`src/rtl/axis_endec_bridge.sv`:
```
// AXI-Stream front end for the convolutional encoder/decoder core: accepts a header and a payload,
// packs the payload into the core frame, sequences core reset/enable, and streams the result out MSB-first.
module axis_endec_bridge #(
  parameter int DATA_W      = 32,
  parameter int ENC_IN_W    = 128,
  parameter int ENC_OUT_W   = 384,
  parameter int POLY_W      = 27,
  parameter int TIMEOUT_CYC = 4096
) (
  input  logic                 sys_clk,
  input  logic                 rst,
  input  logic [DATA_W-1:0]    s_axis_tdata,
  input  logic                 s_axis_tvalid,
  output logic                 s_axis_tready,
  input  logic                 s_axis_tlast,
  output logic [DATA_W-1:0]    m_axis_tdata,
  output logic                 m_axis_tvalid,
  input  logic                 m_axis_tready,
  output logic                 m_axis_tlast,
  output logic                 o_core_rst_n,
  output logic                 o_core_en,
  output logic                 o_mode,
  output logic                 o_code_rate,
  output logic                 o_constr_len,
  output logic [POLY_W-1:0]    o_gen_poly,
  output logic [ENC_IN_W-1:0]  o_enc_frame,
  output logic [ENC_OUT_W-1:0] o_dec_frame,
  input  logic [ENC_OUT_W-1:0] i_enc_data,
  input  logic                 i_enc_done,
  input  logic [ENC_IN_W-1:0]  i_dec_data,
  input  logic                 i_dec_done,
  output logic                 o_err_len,
  output logic                 o_err_timeout
);
  localparam int ENC_BEATS = ENC_IN_W / DATA_W;
  localparam int DEC_BEATS = ENC_OUT_W / DATA_W;
  localparam int MAX_BEATS = (DEC_BEATS > ENC_BEATS) ? DEC_BEATS : ENC_BEATS;
  localparam int CNT_W     = $clog2(MAX_BEATS + 1);
  localparam int WAIT_W    = $clog2(TIMEOUT_CYC + 1);
  localparam int SR_W      = (ENC_OUT_W > ENC_IN_W) ? ENC_OUT_W : ENC_IN_W;

  typedef enum logic [2:0] {S_IDLE, S_LOAD, S_DRAIN, S_START, S_WAIT, S_SEND} state_t;
  state_t state_reg, state_next;

  logic s_ready_reg, m_valid_reg, core_rst_n_reg, core_en_reg;
  logic s_ready_next, m_valid_next, core_rst_n_next, core_en_next;
  logic mode_reg, code_rate_reg, constr_len_reg;
  logic [POLY_W-1:0] poly_reg;
  logic err_len_reg, err_timeout_reg;
  logic [CNT_W-1:0] beat_cnt_reg;
  logic [WAIT_W-1:0] wait_cnt_reg;
  logic [SR_W-1:0] out_sr_reg;

  logic s_fire, m_fire, core_done, in_last_beat, out_last_beat, timeout_hit, hdr_accept, load_fire;

  assign s_fire        = s_axis_tvalid && s_ready_reg;
  assign m_fire        = m_valid_reg && m_axis_tready;
  assign core_done     = mode_reg ? i_dec_done : i_enc_done;
  assign in_last_beat  = beat_cnt_reg == (mode_reg ? CNT_W'(DEC_BEATS - 1) : CNT_W'(ENC_BEATS - 1));
  assign out_last_beat = beat_cnt_reg == (mode_reg ? CNT_W'(ENC_BEATS - 1) : CNT_W'(DEC_BEATS - 1));
  assign timeout_hit   = wait_cnt_reg == WAIT_W'(TIMEOUT_CYC - 1);
  assign hdr_accept    = s_fire && (state_reg == S_IDLE);
  assign load_fire     = s_fire && (state_reg == S_LOAD);

  always_ff @(posedge sys_clk or posedge rst) begin
    if (rst) state_reg <= S_IDLE;
    else     state_reg <= state_next;
  end

  always_comb begin
    state_next = state_reg;
    case (state_reg)
      S_IDLE:  if (s_fire && !s_axis_tlast) state_next = S_LOAD;
      S_LOAD:  if (s_fire) begin
                 if (s_axis_tlast)      state_next = S_START;
                 else if (in_last_beat) state_next = S_DRAIN;
               end
      S_DRAIN: if (s_fire && s_axis_tlast) state_next = S_START;
      S_START: state_next = S_WAIT;
      S_WAIT:  if (core_done)        state_next = S_SEND;
               else if (timeout_hit) state_next = S_IDLE;
      S_SEND:  if (m_fire && out_last_beat) state_next = S_IDLE;
      default: state_next = S_IDLE;
    endcase
  end

  // Handshake/control outputs are registered from the next state so they are glitch-free
  // and tready only rises one cycle after reset release.
  always_comb begin
    s_ready_next    = 1'b0;
    m_valid_next    = 1'b0;
    core_rst_n_next = 1'b1;
    core_en_next    = 1'b0;
    case (state_next)
      S_IDLE, S_LOAD, S_DRAIN: s_ready_next = 1'b1;
      S_START: core_rst_n_next = 1'b0;
      S_WAIT:  core_en_next = 1'b1;
      S_SEND: begin
        core_en_next = 1'b1;
        m_valid_next = 1'b1;
      end
      default: ;
    endcase
  end

  always_ff @(posedge sys_clk or posedge rst) begin
    if (rst) begin
      s_ready_reg    <= 1'b0;
      m_valid_reg    <= 1'b0;
      core_rst_n_reg <= 1'b1;
      core_en_reg    <= 1'b0;
    end else begin
      s_ready_reg    <= s_ready_next;
      m_valid_reg    <= m_valid_next;
      core_rst_n_reg <= core_rst_n_next;
      core_en_reg    <= core_en_next;
    end
  end

  always_ff @(posedge sys_clk or posedge rst) begin
    if (rst) begin
      mode_reg        <= 1'b0;
      code_rate_reg   <= 1'b0;
      constr_len_reg  <= 1'b0;
      poly_reg        <= '0;
      err_len_reg     <= 1'b0;
      err_timeout_reg <= 1'b0;
      beat_cnt_reg    <= '0;
      wait_cnt_reg    <= '0;
      out_sr_reg      <= '0;
    end else begin
      if (hdr_accept) begin
        mode_reg        <= s_axis_tdata[29];
        code_rate_reg   <= s_axis_tdata[28];
        constr_len_reg  <= s_axis_tdata[27];
        poly_reg        <= s_axis_tdata[POLY_W-1:0];
        err_len_reg     <= 1'b0;
        err_timeout_reg <= 1'b0;
      end
      // A length error is either an early tlast or a missing tlast on the final expected beat.
      if (load_fire && (s_axis_tlast != in_last_beat)) err_len_reg <= 1'b1;
      if (state_reg == S_WAIT && !core_done && timeout_hit) err_timeout_reg <= 1'b1;

      if (hdr_accept || (state_reg == S_WAIT && core_done)) beat_cnt_reg <= '0;
      else if (load_fire || m_fire)                         beat_cnt_reg <= beat_cnt_reg + CNT_W'(1);

      wait_cnt_reg <= (state_reg == S_WAIT) ? wait_cnt_reg + WAIT_W'(1) : '0;

      if (state_reg == S_WAIT && core_done)
        out_sr_reg <= mode_reg ? (SR_W'(i_dec_data) << (SR_W - ENC_IN_W))
                               : (SR_W'(i_enc_data) << (SR_W - ENC_OUT_W));
      else if (m_fire)
        out_sr_reg <= out_sr_reg << DATA_W;
    end
  end

  genvar gi;
  generate
    for (gi = 0; gi < ENC_BEATS; gi++) begin : g_enc_word
      logic [DATA_W-1:0] word_reg;
      always_ff @(posedge sys_clk or posedge rst) begin
        if (rst)             word_reg <= '0;
        else if (hdr_accept) word_reg <= '0;
        else if (load_fire && !mode_reg && beat_cnt_reg == CNT_W'(gi)) word_reg <= s_axis_tdata;
      end
      assign o_enc_frame[ENC_IN_W-1-gi*DATA_W -: DATA_W] = word_reg;
    end
    for (gi = 0; gi < DEC_BEATS; gi++) begin : g_dec_word
      logic [DATA_W-1:0] word_reg;
      always_ff @(posedge sys_clk or posedge rst) begin
        if (rst)             word_reg <= '0;
        else if (hdr_accept) word_reg <= '0;
        else if (load_fire && mode_reg && beat_cnt_reg == CNT_W'(gi)) word_reg <= s_axis_tdata;
      end
      assign o_dec_frame[ENC_OUT_W-1-gi*DATA_W -: DATA_W] = word_reg;
    end
  endgenerate

  assign s_axis_tready = s_ready_reg;
  assign m_axis_tvalid = m_valid_reg;
  assign m_axis_tdata  = out_sr_reg[SR_W-1 -: DATA_W];
  assign m_axis_tlast  = m_valid_reg && out_last_beat;
  assign o_core_rst_n  = core_rst_n_reg;
  assign o_core_en     = core_en_reg;
  assign o_mode        = mode_reg;
  assign o_code_rate   = code_rate_reg;
  assign o_constr_len  = constr_len_reg;
  assign o_gen_poly    = poly_reg;
  assign o_err_len     = err_len_reg;
  assign o_err_timeout = err_timeout_reg;
endmodule

```
`config.mk`:
```
export PLATFORM = sky130hd
export DESIGN_NAME = axis_endec_bridge
export DESIGN_NICKNAME = d
export VERILOG_FILES = /design/src/rtl/axis_endec_bridge.sv
export SDC_FILE = /design/constraint.sdc
export NUM_CORES = 2
export LEC_CHECK = 0
export ABC_AREA = 1
export CAP_MARGIN = 20
export CORE_AREA = 2 2 438 440
export CTS_BUF_LIST = sky130_fd_sc_hd__clkbuf_2
export DETAILED_ROUTE_END_ITERATION = 6
export DIE_AREA = 0 0 440 442
export PLACE_DENSITY = 0.52
export SLEW_MARGIN = 20
export SYNTH_ARGS = -nofsm -noshare
export SYNTH_HDL_FRONTEND = slang
export SYNTH_SLANG_ARGS = --single-unit
```
`constraint.sdc`:
```
create_clock -name sys_clk -period 77.5 [get_ports sys_clk]
set_input_delay 11.625 -clock sys_clk [delete_from_list [all_inputs] [get_ports sys_clk]]
set_output_delay 11.625 -clock sys_clk [all_outputs]
set_load 0.03 [all_outputs]
```
* Word-level counts from Yosys, hierarchy flattened
Index checks and enable logic that the tools add are counted.
** Word-level totals
- Bits in registers :: 952
- Latch bits :: 0
- Bits in writable memories :: 0
- Bits in read-only memories :: 0
- Output and inout bits :: 581
- Memories :: 0
** Operators by class
- $add $sub $neg :: 2
- Multipliers :: 0
- Divide/modulo/power cells :: 0
- Order comparisons :: 0
- Eq/ne operators :: 25
- Shift operators :: 0
- Muxes and demuxes :: 57
- Bitwise gates (word level) :: 0
- Reductions and logical operators :: 60
** Operator list (number)
- $mux 384 :: 3
- $mux 32 :: 32
- $reduce_bool 2->1 :: 20
- $logic_and 1x1->1 :: 30
- $mux 3 :: 8
- $pmux 3 s6 :: 1
- $eq 4x3->1 const B :: 4
- $eq 4x4->1 const B :: 4
- $mux 4 :: 4
- $add 13x1->13 const B :: 1
- $eq 13x12->1 const B :: 1
- $mux 13 :: 1
- $eq 3x2->1 const B :: 4
- $eq 3x3->1 const B :: 4
- $eq 4x2->1 const B :: 2
- $eq 4x4->1 :: 2
- $mux 1 :: 8
- $eq 3x1->1 const B :: 2
- $logic_not 3->1 :: 2
- $add 4x1->4 const B :: 1
- $eq 4x1->1 const B :: 1
- $logic_not 4->1 :: 1
- $logic_not 1->1 :: 3
- $reduce_or 3->1 :: 1
- 3 further kinds :: 4

* Logic depth before layout (Yosys ltp)
- Depth after elaboration :: 9
- Mapped depth :: 12

* Worst setup path before layout
Ideal clock, no wire load.
- Path kind :: input-to-reg
- From :: in s_axis_tvalid
- To :: reg g_dec_word[0].word_reg[29]
- Arrival time :: 12.729 ns
- Required time :: 77.367 ns
- Path slack :: 64.638 ns
- Stages on the path :: 9
- Buffers on the path :: 2
- Path through :: nand2_1 nor2_1 nand2_2 inv_2 buf_2 nor2_1 inv_1 clkbuf_1 o21ai_0
** On the way
- Cells in the longest elaborated chain, start to end :: 5
- Elaborated cells on any way between the ends :: 7
- Classes of those cells :: mux: 1; reduce/logical: 6
** RTL lines
- start, declared :: line 13 : input logic s_axis_tvalid,
- $logic_and 1x1->1 (*) :: line 56 : assign s_fire = s_axis_tvalid && s_ready_reg;
- $logic_and 1x1->1 :: line 63 : assign load_fire = s_fire && (state_reg == S_LOAD);
- $logic_and 1x1->1 (2 in series) :: line 173 : else if (load_fire && mode_reg && beat_cnt_reg == CNT_W'(gi)) word_reg <= s_axis_tdata;
- $reduce_bool 2->1 (no source line)
- end signal, assigned :: line 173
- end, declared :: line 169 : logic [DATA_W-1:0] word_reg;
Mark *: on every way between the ends. The rest lies on a longest branch, timed or not.
A chain may end at the register's enable or synchronous reset.

==> qor.txt <==
Status = finished, final reports clean
RSZ-0062 raised after global routing = no
Register area share after synthesis = 59.9%
Synth-to-layout area growth = 39.0%
Crit path kind = input port to asynchronous set/reset pin
Worst r2r path cells = 9
Cell Pwr Density = 43.4 nW/um2
Finished Cell Area = 55200 um2
CTS tree = yes
Drt pass-1 iters = 6
Clock Tree Buf Depth = 4
Post-DP Area = 52900 um2
Peak supply drop = 0.0272 mV
Pin slew with the least headroom to its limit = 1.09 ns
Core area = 190000 um2
CP delay by family, top = buffers and inverters
Flop2flop setup slack = 71.58 ns
Setup Buffers After CTS = 0
Maximum capacitance violations = 0
Critical path data arrival time = 17.34 ns
Worst path depth = 8
# port buffers = 1131
Vias in the first global route = 36489
H-tree levels = 5
Die footprint = 194000 um2
Crit end category = asynchronous set/reset pin
Slowest Stage Delay on Critical Path = 0.90 ns
Vias = 37191
Crit share post-route = 20.4%
Reg2reg end = out_sr_reg[245]
Post-CTS Hold Fix Bufs = 0
Clock skew = 0.191 ns
Post-detailed-route wirelength per cell = 22.4 um
Antenna-violating nets left = 0
Placer congestion estimate = 0.881
Die width = 440 um
Nets = 6135
Setup crit start kind = input port
Buf/Inv on CP = 8
CP Cell Sequence = clkdlybuf4s50_1 > inv_8 > buf_4 > buf_4 > buf_4 > buf_4 > buf_4 > buf_4
Global-route wire length before repair = 263 mm
DRC = 0
Ys Warns = 0
Leak Pwr = 24.2 nW
Total GRT Usage = 18.6%
Hold wc startpoint = out_sr_reg[242]
Grt ovf = 0
Max Slew Vio Count = 0
Final-report hold violation count = 0
Reg clk slew, reported paths = 0.11 ns
Synthesized net count = 5029
Core Util, Final = 29.1%
Synth Register Bits = 952
Via-to-Cell Ratio = 4.48
Boundary Pins = 1132
Crit-path max FO = 96
Chip height = 442 um
Final setup fails = 0
CP Data Required Time = 79.05 ns
Root Buffer = clkbuf_2
CTS buffer count = 292
Slew headroom = 27.1%
Clk_lat worst skew = 1.71 ns
Share of cells above drive strength 1 = 8.71%
Setup TNS = 0 ns
DR iter-0 viols = 2815
Most used cell, CP = buf_4
Critical path's slowest cell = buf_4
Dpl hpwl = 132 mm
Rows = 160
Commonest cells after routing, fill and taps aside = 1131 x clkdlybuf4s50_1, 1061 x nand2_1, 950 x dfrtp_1
Post-Route WL = 186 mm
Synthesized area = 39700 um2
Initial Util = 21.0%
RR Startpoint = o_mode
Resized cells post-CTS = 0
Fin crit period = 15.79 ns
Initial antenna violation count = 52
Post-Syn Instances = 4473
Fmax achieved = 63.3 MHz
Hold EP = out_sr_reg[274]
Sink Count = 952
Number of distinct library cells after synthesis = 29
Most common cell after layout, fill and taps aside = clkdlybuf4s50_1
HP Class = flop to flop
Cell depth of the worst hold path = 2
Syn Area/Cell = 8.89 um2
Largest net degree at the start of global routing = 209
==> kinds of logic after synthesis <==
| group | count (synthesis) | synth area share, % |
|---|---|---|
| compound gates | 1204 | 16.2 |
| buf+inv | 579 | 6.57 |
| xor+xnor | 4 | 0.0882 |
| simple gates | 1729 | 17.1 |
| flops | 952 | 59.9 |
| fa+ha+maj | 5 | 0.157 |
==> tightest hold or removal path: stages, from the launching register on <==
cell and delay [ns]:
dfrtp_1 0.37, nand3_1 0.08, o311ai_1 0.07
==> worst max-delay path by stage <==
stage | from | slack [ns] | end
after global placement | rst | 59.87 | g_dec_word[0].word_reg[10]
after CTS | rst | 61.76 | g_dec_word[1].word_reg[4]
after detailed placement | rst | 59.84 | g_dec_word[0].word_reg[10]
after floorplan | rst | 39.10 | beat_cnt_reg[0]
final | rst | 61.71 | g_dec_word[1].word_reg[4]
after global routing | rst | 61.23 | g_dec_word[1].word_reg[0]
==> power by group <==
group	total [W]	internal (W)	leakage (nW)	switching, W
sequential	0.000871	0.000725	11.8	0.000146
clock	0.000369	0.000140	1.80	0.000230
combinational	0.00116	0.000402	10.6	0.000756
==> cell usage after synthesis, drive strengths merged <==
cell	number	area (um2)
a21oi	266	1340
a31oi	1	6.26
a32o	31	310
and3	2	12.5
buf	156	1020
clkbuf	217	815
clkinv	1	3.75
dfrtp	951	23800
dfstp	1	26.3
ha	5	62.6
inv	205	769
nand2	1065	4000
nand3	208	1040
nor2	448	1700
nor3	6	30.0
o21ai	842	4210
o311ai	64	561
xnor2	1	8.76
xor2	3	26.3
==> cell type report <==
type	instances	area, um2
diodes	45	113
clock buffers	400	2000
clock inverters	57	250
fillers	20407	134000
inverters	206	786
multi-input cells	2942	13400
flip-flops and latches	952	23800
well taps	2511	3140
repair buffers	1185	11800
==> per-layer routing <==
metal  global-route usage (%)  wire length [um]  up-vias
li1                         -                 -    17044
met1                     22.4             74100    18188
met2                     29.7             88600     1527
met3                     4.89             13100      420
met4                     10.8              9940       12
met5                        0                80        -
==> metrics by stage <==
step | total power [W] | instances | setup slack (ns) | hold slack [ns]
2_1_floorplan | 0.00151 | 4473 | 39.10 | 0.433
3_3_place_gp | 0.00203 | 7795 | 59.87 | 0.447
3_5_place_dp | 0.00204 | 7795 | 59.84 | 0.453
4_1_cts | 0.00242 | 8252 | 61.76 | 0.441
5_1_grt | 0.00255 | 8291 | 61.23 | 0.494
6_report | 0.00240 | 8298 | 61.71 | 0.437
Note: power is estimated with default switching activity, not from simulation.
